**config.mk**
```make
export PLATFORM = sky130hd
export DESIGN_NAME = ram_march_tester_flat
export DESIGN_NICKNAME = d
export VERILOG_FILES = /design/src/rtl/ram_march_tester_if.sv /design/src/rtl/ram_march_tester.sv /design/src/flat_wrapper.sv
export SDC_FILE = /design/constraint.sdc
export NUM_CORES = 1
export LEC_CHECK = 0
export BUFFER_PORTS_ARGS = -buffer_cell sky130_fd_sc_hd__buf_2
export CAP_MARGIN = 10
export CORE_MARGIN = 1.5
export CORE_UTILIZATION = 50
export DETAILED_ROUTE_END_ITERATION = 16
export PLACE_DENSITY = 0.85
export SLEW_MARGIN = 5
export SYNTH_ARGS = -nofsm -noshare
export SYNTH_HDL_FRONTEND = slang
export SYNTH_SLANG_ARGS = --single-unit
```
**constraint.sdc**
```tcl
create_clock -name clock -period 4 [get_ports clock]
set_input_delay 0.8 -clock clock [delete_from_list [all_inputs] [get_ports clock]]
set_output_delay 0.8 -clock clock [all_outputs]
set_load 0.01 [all_outputs]
```
**src/rtl/ram_march_tester_if.sv**
```systemverilog
// RAM read-write port bundle between the march tester (master) and the RAM (slave).
// Latency: none, wires only; read_data is expected combinationally in the cycle read_enable is high.
// Backpressure: none, the RAM accepts one operation every cycle.
// Ports: write_enable, read_enable, address, write_data (master to slave); read_data (slave to master).
interface ram_march_tester_if #(
  parameter int WIDTH         = 8,
  parameter int ADDRESS_WIDTH = 4
);
  logic                     write_enable;
  logic                     read_enable;
  logic [ADDRESS_WIDTH-1:0] address;
  logic [WIDTH-1:0]         write_data;
  logic [WIDTH-1:0]         read_data;

  modport master (
    output write_enable, read_enable, address, write_data,
    input  read_data
  );

  modport slave (
    input  write_enable, read_enable, address, write_data,
    output read_data
  );
endinterface

```
**src/rtl/ram_march_tester.sv**
```systemverilog
// March C- built-in self-test initiator for a single-port RAM; reports pass/fail and the first failing word.
// Latency: one RAM op per cycle, 10*DEPTH cycles per fault-free run; done rises the cycle after the last op.
// Backpressure: none; start is ignored while busy, abort cancels a run and wins over a simultaneous start.
// Ports: clock, resetn; start/abort in; busy/done/pass and fail_address/fail_expected/fail_actual out;
//        ram (ram_march_tester_if.master) carries write_enable, read_enable, address, write_data, read_data.
module ram_march_tester #(
  parameter int             WIDTH         = 8,
  parameter int             DEPTH         = 16,
  parameter int             ADDRESS_WIDTH = $clog2(DEPTH),
  parameter logic [WIDTH-1:0] BACKGROUND  = '0,
  parameter bit             STOP_ON_FAIL  = 1'b0
) (
  input  logic                     clock,
  input  logic                     resetn,
  input  logic                     start,
  input  logic                     abort,
  output logic                     busy,
  output logic                     done,
  output logic                     pass,
  output logic [ADDRESS_WIDTH-1:0] fail_address,
  output logic [WIDTH-1:0]         fail_expected,
  output logic [WIDTH-1:0]         fail_actual,
  ram_march_tester_if.master       ram
);

  typedef enum logic [1:0] {S_IDLE, S_RUN, S_DONE} state_t;

  localparam logic [ADDRESS_WIDTH-1:0] ADDR_MAX = ADDRESS_WIDTH'(DEPTH - 1);
  localparam logic [2:0]               ELEM_LAST = 3'd5;

  state_t                   state_q, state_d;
  logic [2:0]               elem_q, elem_d;      // march element M0..M5
  logic [ADDRESS_WIDTH-1:0] addr_q, addr_d;
  logic                     phase_q, phase_d;    // 0: read half, 1: write half of a read-write element
  logic                     pass_q, pass_d;
  logic [ADDRESS_WIDTH-1:0] fail_address_q, fail_address_d;
  logic [WIDTH-1:0]         fail_expected_q, fail_expected_d;
  logic [WIDTH-1:0]         fail_actual_q, fail_actual_d;

  logic             running;
  logic             is_rw;      // M1..M4 do a read then a write at every address
  logic             is_down;    // M3, M4 walk the addresses downwards
  logic             rd_op;
  logic             wr_op;
  logic             last_addr;
  logic             mismatch;
  logic [WIDTH-1:0] rd_pattern;
  logic [WIDTH-1:0] wr_pattern;

  always_ff @(posedge clock or negedge resetn) begin
    if (!resetn) begin
      state_q         <= S_IDLE;
      elem_q          <= '0;
      addr_q          <= '0;
      phase_q         <= 1'b0;
      pass_q          <= 1'b0;
      fail_address_q  <= '0;
      fail_expected_q <= '0;
      fail_actual_q   <= '0;
    end else begin
      state_q         <= state_d;
      elem_q          <= elem_d;
      addr_q          <= addr_d;
      phase_q         <= phase_d;
      pass_q          <= pass_d;
      fail_address_q  <= fail_address_d;
      fail_expected_q <= fail_expected_d;
      fail_actual_q   <= fail_actual_d;
    end
  end

  always_comb begin
    state_d         = state_q;
    elem_d          = elem_q;
    addr_d          = addr_q;
    phase_d         = phase_q;
    pass_d          = pass_q;
    fail_address_d  = fail_address_q;
    fail_expected_d = fail_expected_q;
    fail_actual_d   = fail_actual_q;

    // Operation decode for the current (element, phase). M0 is write-only, M5 is read-only.
    running    = (state_q == S_RUN);
    is_rw      = (elem_q >= 3'd1) && (elem_q <= 3'd4);
    is_down    = (elem_q == 3'd3) || (elem_q == 3'd4);
    rd_op      = running && ((elem_q == ELEM_LAST) || (is_rw && !phase_q));
    wr_op      = running && ((elem_q == 3'd0) || (is_rw && phase_q));
    rd_pattern = ((elem_q == 3'd2) || (elem_q == 3'd4)) ? ~BACKGROUND : BACKGROUND;
    wr_pattern = ((elem_q == 3'd1) || (elem_q == 3'd3)) ? ~BACKGROUND : BACKGROUND;
    last_addr  = is_down ? (addr_q == '0) : (addr_q == ADDR_MAX);
    mismatch   = rd_op && (ram.read_data != rd_pattern);

    case (state_q)
      S_IDLE, S_DONE: begin
        if (start && !abort) begin
          state_d         = S_RUN;
          elem_d          = '0;
          addr_d          = '0;
          phase_d         = 1'b0;
          pass_d          = 1'b1;
          fail_address_d  = '0;
          fail_expected_d = '0;
          fail_actual_d   = '0;
        end
      end
      S_RUN: begin
        if (abort) begin
          state_d = S_IDLE;
          pass_d  = 1'b0;
        end else begin
          // pass_q still set means no earlier mismatch in this run, so this one is the first.
          if (mismatch) begin
            pass_d = 1'b0;
            if (pass_q) begin
              fail_address_d  = addr_q;
              fail_expected_d = rd_pattern;
              fail_actual_d   = ram.read_data;
            end
          end
          if (mismatch && STOP_ON_FAIL) begin
            state_d = S_DONE;
          end else if (is_rw && !phase_q) begin
            phase_d = 1'b1;
          end else begin
            phase_d = 1'b0;
            if (!last_addr) begin
              addr_d = is_down ? addr_q - 1'b1 : addr_q + 1'b1;
            end else if (elem_q == ELEM_LAST) begin
              state_d = S_DONE;
            end else begin
              elem_d = elem_q + 3'd1;
              // M2 -> M3 and M3 -> M4 start at the top address; every other element starts at 0.
              addr_d = ((elem_q == 3'd2) || (elem_q == 3'd3)) ? ADDR_MAX : '0;
            end
          end
        end
      end
      default: state_d = S_IDLE;
    endcase

    busy              = running;
    done              = (state_q == S_DONE);
    pass              = pass_q;
    fail_address      = fail_address_q;
    fail_expected     = fail_expected_q;
    fail_actual       = fail_actual_q;
    ram.read_enable   = rd_op;
    ram.write_enable  = wr_op;
    ram.address       = running ? addr_q : '0;
    ram.write_data    = wr_op ? wr_pattern : '0;
  end

endmodule

```
**src/flat_wrapper.sv**
```systemverilog
// flat-port wrapper written by rule: the top's interface ports become plain ports
module ram_march_tester_flat 
#(
  parameter int             WIDTH         = 8,
  parameter int             DEPTH         = 16,
  parameter int             ADDRESS_WIDTH = $clog2(DEPTH),
  parameter logic [WIDTH-1:0] BACKGROUND  = '0,
  parameter bit             STOP_ON_FAIL  = 1'b0
)
  (clock, resetn, start, abort, busy, done, pass, fail_address, fail_expected, fail_actual, ram_write_enable, ram_read_enable, ram_address, ram_write_data, ram_read_data);
  ram_march_tester_if #(.WIDTH(WIDTH), .ADDRESS_WIDTH(ADDRESS_WIDTH)) ram_i ();
  input  logic clock;
  input  logic resetn;
  input  logic start;
  input  logic abort;
  output logic busy;
  output logic done;
  output logic pass;
  output logic [ADDRESS_WIDTH-1:0] fail_address;
  output logic [WIDTH-1:0] fail_expected;
  output logic [WIDTH-1:0] fail_actual;
  output wire logic [$bits(ram_i.write_enable)-1:0] ram_write_enable;
  output wire logic [$bits(ram_i.read_enable)-1:0] ram_read_enable;
  output wire logic [$bits(ram_i.address)-1:0] ram_address;
  output wire logic [$bits(ram_i.write_data)-1:0] ram_write_data;
  input wire logic [$bits(ram_i.read_data)-1:0] ram_read_data;
  assign ram_write_enable = ram_i.write_enable;
  assign ram_read_enable = ram_i.read_enable;
  assign ram_address = ram_i.address;
  assign ram_write_data = ram_i.write_data;
  assign ram_i.read_data = ram_read_data;
  ram_march_tester #(.WIDTH(WIDTH), .DEPTH(DEPTH), .ADDRESS_WIDTH(ADDRESS_WIDTH), .BACKGROUND(BACKGROUND), .STOP_ON_FAIL(STOP_ON_FAIL)) u_core (.clock(clock), .resetn(resetn), .start(start), .abort(abort), .busy(busy), .done(done), .pass(pass), .fail_address(fail_address), .fail_expected(fail_expected), .fail_actual(fail_actual), .ram(ram_i));
endmodule
```
* Yosys cells after proc, flatten, opt, wreduce, memory -nomap -nowiden
Index checks and enable logic that the tools add are counted.
** Cells by class
- Reductions and logical operators :: 26
- Mux-type cells :: 46
- Bitwise gates (word level) :: 0
- Div/mod/pow operators :: 0
- Order comparisons :: 2
- Add/subtract/negate cells :: 3
- Equality and inequality tests :: 21
- Shift-type cells :: 0
- $mul :: 0
** Operators with widths (count)
- 8-bit 2-to-1 mux :: 10
- 4-bit 2-to-1 mux :: 11
- 8-bit case mux with 2 select lines :: 2
- 4-bit case mux with 2 select lines :: 2
- 3-bit 2-to-1 mux :: 5
- 2-bit 2-to-1 mux :: 5
- 5-bit AND reduction :: 2
- 3-bit by 2-bit inequality test with 1-bit output (second input constant) :: 3
- 2-bit by 1-bit inequality test with 1-bit output (second input constant) :: 4
- 8-bit inequality test :: 1
- 1-bit logical AND :: 7
- 1-bit 2-to-1 mux :: 7
- 3-bit by 2-bit equality test with 1-bit output (second input constant) :: 2
- 3-bit equality test (second input constant) :: 2
- 1-bit logical OR :: 6
- 2-bit inequality test (second input constant) :: 3
- 3-bit inequality test (second input constant) :: 2
- 3-bit case mux with 2 select lines :: 1
- 3-bit AND reduction :: 2
- 6-bit AND reduction :: 1
- 4-bit by 1-bit adder with 4-bit output (second input constant) :: 1
- 4-bit equality test (second input constant) :: 1
- 4-bit logical NOT :: 1
- 1-bit case mux with 2 select lines :: 2
- other kinds (14) :: 15
** Word-level totals
- RAM bits :: 0
- Output and inout port bits :: 37
- Logic and storage cells :: 106
- Memory bits (read-only) :: 0
- Input port bits :: 12
- Memories kept :: 0
- Bits in latches :: 0
- Flip-flop bits (word level) :: 31

* Depth between registers and ports, before layout
- Depth after elaboration :: 9
- Gate-level depth with buffers :: 10
- Depth with buffers taken out :: 10

* Worst setup path after synthesis
Ideal clock, no wire load.
- Kind :: register -> output
- From :: register u_core.elem_q[1]
- To :: output port ram_write_data[1]
- Data arrival time :: 1.970 ns
- Required time :: 3.200 ns
- Path slack :: 1.230 ns
- Buffers on the path :: 1
- Cell stages (with the launch flop) :: 9
- Cells stage by stage :: dfrtp_1 inv_1 ha_1 or3_2 a21oi_1 nor2_1 a21oi_1 nor3_1 buf_4
** Between the ends
- Longest elaborated chain between the ends :: 6
- Elaborated cells on any way between the ends :: 12
- Those cells by class :: order compare: 2; eq/ne: 2; mux: 2; reduce/logical: 6
** RTL lines
- from (decl) :: line ram_march_tester.sv:32 : logic [2:0] elem_q, elem_d;
- from (signal assigned) :: line ram_march_tester.sv:62 : elem_q <= elem_d;
- 3-bit by 1-bit >= comparator with 1-bit output or 3-bit <= comparator (tied branches) :: line ram_march_tester.sv:84 : is_rw = (elem_q >= 3'd1) && (elem_q <= 3'd4);
- 1-bit logical AND :: line ram_march_tester.sv:84
- 1-bit logical AND :: line ram_march_tester.sv:87 : wr_op = running && ((elem_q == 3'd0) || (is_rw && phase_q));
- 1-bit logical OR :: line ram_march_tester.sv:87
- 1-bit logical AND :: line ram_march_tester.sv:87
- 8-bit 2-to-1 mux (*) :: line ram_march_tester.sv:150 : ram.write_data = wr_op ? wr_pattern : '0;
- to (decl) :: line flat_wrapper.sv:25 : output wire logic [$bits(ram_i.write_data)-1:0] ram_write_data;
Mark *: on every way between the ends. The rest lies on a longest branch, timed or not.

* Final worst setup path
- From :: register u_core.elem_q[1]
- To :: output port ram_write_data[4]
The elaborated chain is that of the path after synthesis.

==> summary.md <==
| Metric | Value |
|---|---|
| Async set or reset register ratio after synthesis | `1.00` |
| Highest metal used | `met4` |
| Seq/Total Area, Yosys | `0.385` |
| Finished Layout Cells | `222` |
| Cells after DPL | `218` |
| Max-slew violations | `0` |
| GPL Wtd Cong | `0.894` |
| Setup crit start kind | `flip-flop` |
| # diodes | `0` |
| DRT iter0 DRCs | `76` |
| Top Ports | `49` |
| Slowest cell delay on critical path | `0.49 ns` |
| Power per cell area | `319 nW/um^2` |
| CP Capture Type | `output port` |
| Fillers | `275` |
| P_sw | `160 uW` |
| CP top delay family | `simple AND/OR/NAND/NOR gates` |
| Via count of the first global-routing pass | `1188` |
| Status | `completed` |
| Global-route wire length before repair | `5440 um` |
| Gates resized, CTS repair | `0` |
| Met1 WL | `1550 um` |
| Port Buf Inserts | `48` |
| Clock Latency Late Sink | `0.33 ns` |
| Largest net degree at the start of global routing | `25` |
| Die width | `58.8 um` |
| Antenna viol nets, final | `0` |
| Core area | `3000 um^2` |
| Slew headroom | `0.615` |
| Sequential share of power | `0.504` |
| Initial Util | `0.519` |
| VDD IR-drop max | `180 uV` |
| Largest cells by area after synthesis | `dfrtp_1, a22o_1, buf_4, ha_1, a21oi_1` |
| Final Hold Viols | `0` |
| CTS clk-pin slew, worst paths | `0.14 ns` |
| Sw Share | `0.286` |
| Postcts setup bufs | `0` |
| Seq cells post-synth | `24` |
| Max Clock Skew | `0.0149 ns` |
| Share of layout cells above drive strength 1 | `0.333` |
| Die area | `3460 um^2` |
| Combinational share of power | `0.175` |
| Syn Nets | `175` |
| Setup CP Type | `reg -> out` |
| Root Buffer Master | `clkbuf_4` |
| Avg Inst Size Synth | `10.1 um^2` |
| Routed Wire Length | `3210 um` |
| Setup TNS | `0 ns` |
| CP dominant cell by count | `a21oi_1` |
| Crit path max fanout | `8` |
| Storage element area | `601 um^2` |
| RSZ-0062 raised after global routing | `no` |
| Minimum clock period | `3.13 ns` |
| Number of enable flip-flop cells after synthesis | `0` |
| Fin worst setup slack | `0.874 ns` |
| Multi-input logic area | `781 um^2` |
| Worst Path Arrival | `2.33 ns` |
| CTS Sinks | `24` |
| Most instantiated cells after synthesis | `dfrtp_1, a22o_1, buf_4, nand2_1, a21oi_1` |
| Most common cell in the netlist | `dfrtp_1` |
| CTS tree | `yes` |
| Fin crit share | `0.782` |
| Via Count | `1258` |
| Gate Count Post-Synth | `155` |
| Cell area after synthesis | `1560 um^2` |
| Fin nets | `210` |
| Worst EP required | `3.20 ns` |
| Cts hold-fix bufs | `0` |
| Leakage power | `0.927 nW` |
| CTS H-tree depth | `1` |
| Crit path cell chain | `inv_1 -> ha_1 -> or3_2 -> a21oi_1 -> nor2_1 -> a21oi_1 -> nor3_1 -> buf_2` |
| Power Total | `560 uW` |
| Slowest cell on the critical path | `or3_2` |
| Initial antenna violation count | `0` |
| Std cell rows | `20` |
| Clock Tree Buf Depth | `2` |
| Drt first pass iters | `4` |
| Place WS | `1.26 ns` |
| Wire per inst | `14.5 um` |
| Metal3 WL | `146 um` |
| DP HPWL | `2390 um` |
| Total global-route track usage | `0.203` |
| Top-area cell type share of the netlist area | `0.385` |
| Vias per cell | `5.67` |
| Synthesis-to-finish area growth | `12.7%` |
| Met2 routed WL | `1480 um` |
| Die H | `58.8 um` |
| Max cap viols | `0` |
| YS warnings | `0` |
| Worst-Margin Slew | `0.578 ns` |
| Post-synth top area cell | `dfrtp_1` |
| Distinct cells, synth | `45` |
| DR DRC count | `0` |
| Clk pwr share | `0.321` |
| Final setup vio count | `0` |
| Fmax | `320 MHz` |
| Primary FF master, synth | `dfrtp_1` |
| HP Class | `in -> async` |
| Grt total ovfl | `0` |
| Crit path buffers/inverters | `2` |
| Cts bufs inserted | `3` |
| Pint | `400 uW` |
-- layout make-up --
cell class	count	share of cell area
Clock buffer	3	0.0128
Clock inverter	1	0.0171
Inverter	9	0.0192
Multi-Input combinational cell	103	0.444
Sequential cell	24	0.342
Tap cell	33	0.0235
Timing Repair Buffer	49	0.141
-- sequential cells by signal, summed over array words and instances, names as in the netlist --
signal,cells
u_core.phase_q,1
u_core.fail_address,4
u_core.addr_q,4
u_core.fail_expected,1
u_core.elem_q,3
u_core.pass,1
u_core.fail_actual,8
u_core.state_q,2
-- final timing paths --
path / startpoint / end / slack (ns) / cells past startpoint
hold / removal: resetn / u_core.state_q[0] / 0.41 / 1
setup reg to reg: u_core.elem_q[0] / u_core.addr_q[3] / 1.47 / 10
min in group clock: u_core.fail_address[3] / u_core.fail_address[3] / 0.52 / 1
max in group asynchronous: resetn / u_core.elem_q[0] / 3.23 / 1
setup / recovery: u_core.elem_q[1] / ram_write_data[4] / 0.87 / 8
hold reg to reg: u_core.fail_address[3] / u_core.fail_address[3] / 0.52 / 1
-- through the flow --
stage,util,instance area (um^2),hold WS (ns)
floorplan,-,1560,0.504
global route,0.585,1760,0.440
CTS,0.585,1760,0.431
finish,0.585,1760,0.411
detailed placement,0.568,1700,0.476
global placement,0.568,1700,0.478
-- logic make-up (layout without fill, tap and decap cells) --
family,count (synthesis),in the layout,share of synthesized area
simple gates,44,44,0.161
flops,24,24,0.385
fa+ha+maj,8,8,0.0690
compound gates,46,46,0.233
buf+inv,28,62,0.114
mux,3,3,0.0273
xor+xnor,2,2,0.0112
-- per-layer routing --
layer  up-vias  GRT usage
li1        621          -
met1       593      0.289
met2        39      0.313
met3         5     0.0242
met4         0     0.0877
met5         -          0
-- cells in the final DEF, fill, tap and decap left out, types with 2 or more instances in the layout --
cell type | netlist | routed
nand2b_1 | 3 | 3
nor2_1 | 8 | 8
o21ai_0 | 7 | 7
nor2b_1 | 3 | 3
a22o_1 | 14 | 14
nor3_1 | 3 | 3
clkbuf_4 | 0 | 3
o2bb2ai_1 | 3 | 3
nand2_1 | 11 | 11
nor4_1 | 3 | 3
and3_1 | 2 | 2
dfrtp_1 | 24 | 24
inv_1 | 8 | 8
mux2i_1 | 2 | 2
and2_1 | 2 | 2
o31ai_1 | 3 | 3
a21oi_1 | 9 | 9
ha_1 | 7 | 7
buf_2 | 1 | 48
nand4_1 | 2 | 2
-- power groups by stage --
stage / Sequential, mW / Clock [mW] / Combinational [mW]
after detailed placement: 0.286 / 0 / 0.0974
after CTS: 0.281 / 0.185 / 0.0986
after global placement: 0.285 / 0 / 0.0956
final: 0.282 / 0.179 / 0.0981
after floorplan: 0.279 / 0 / 0.0653
after global routing: 0.285 / 0.195 / 0.110
Power figures use the tool's default switching activity.
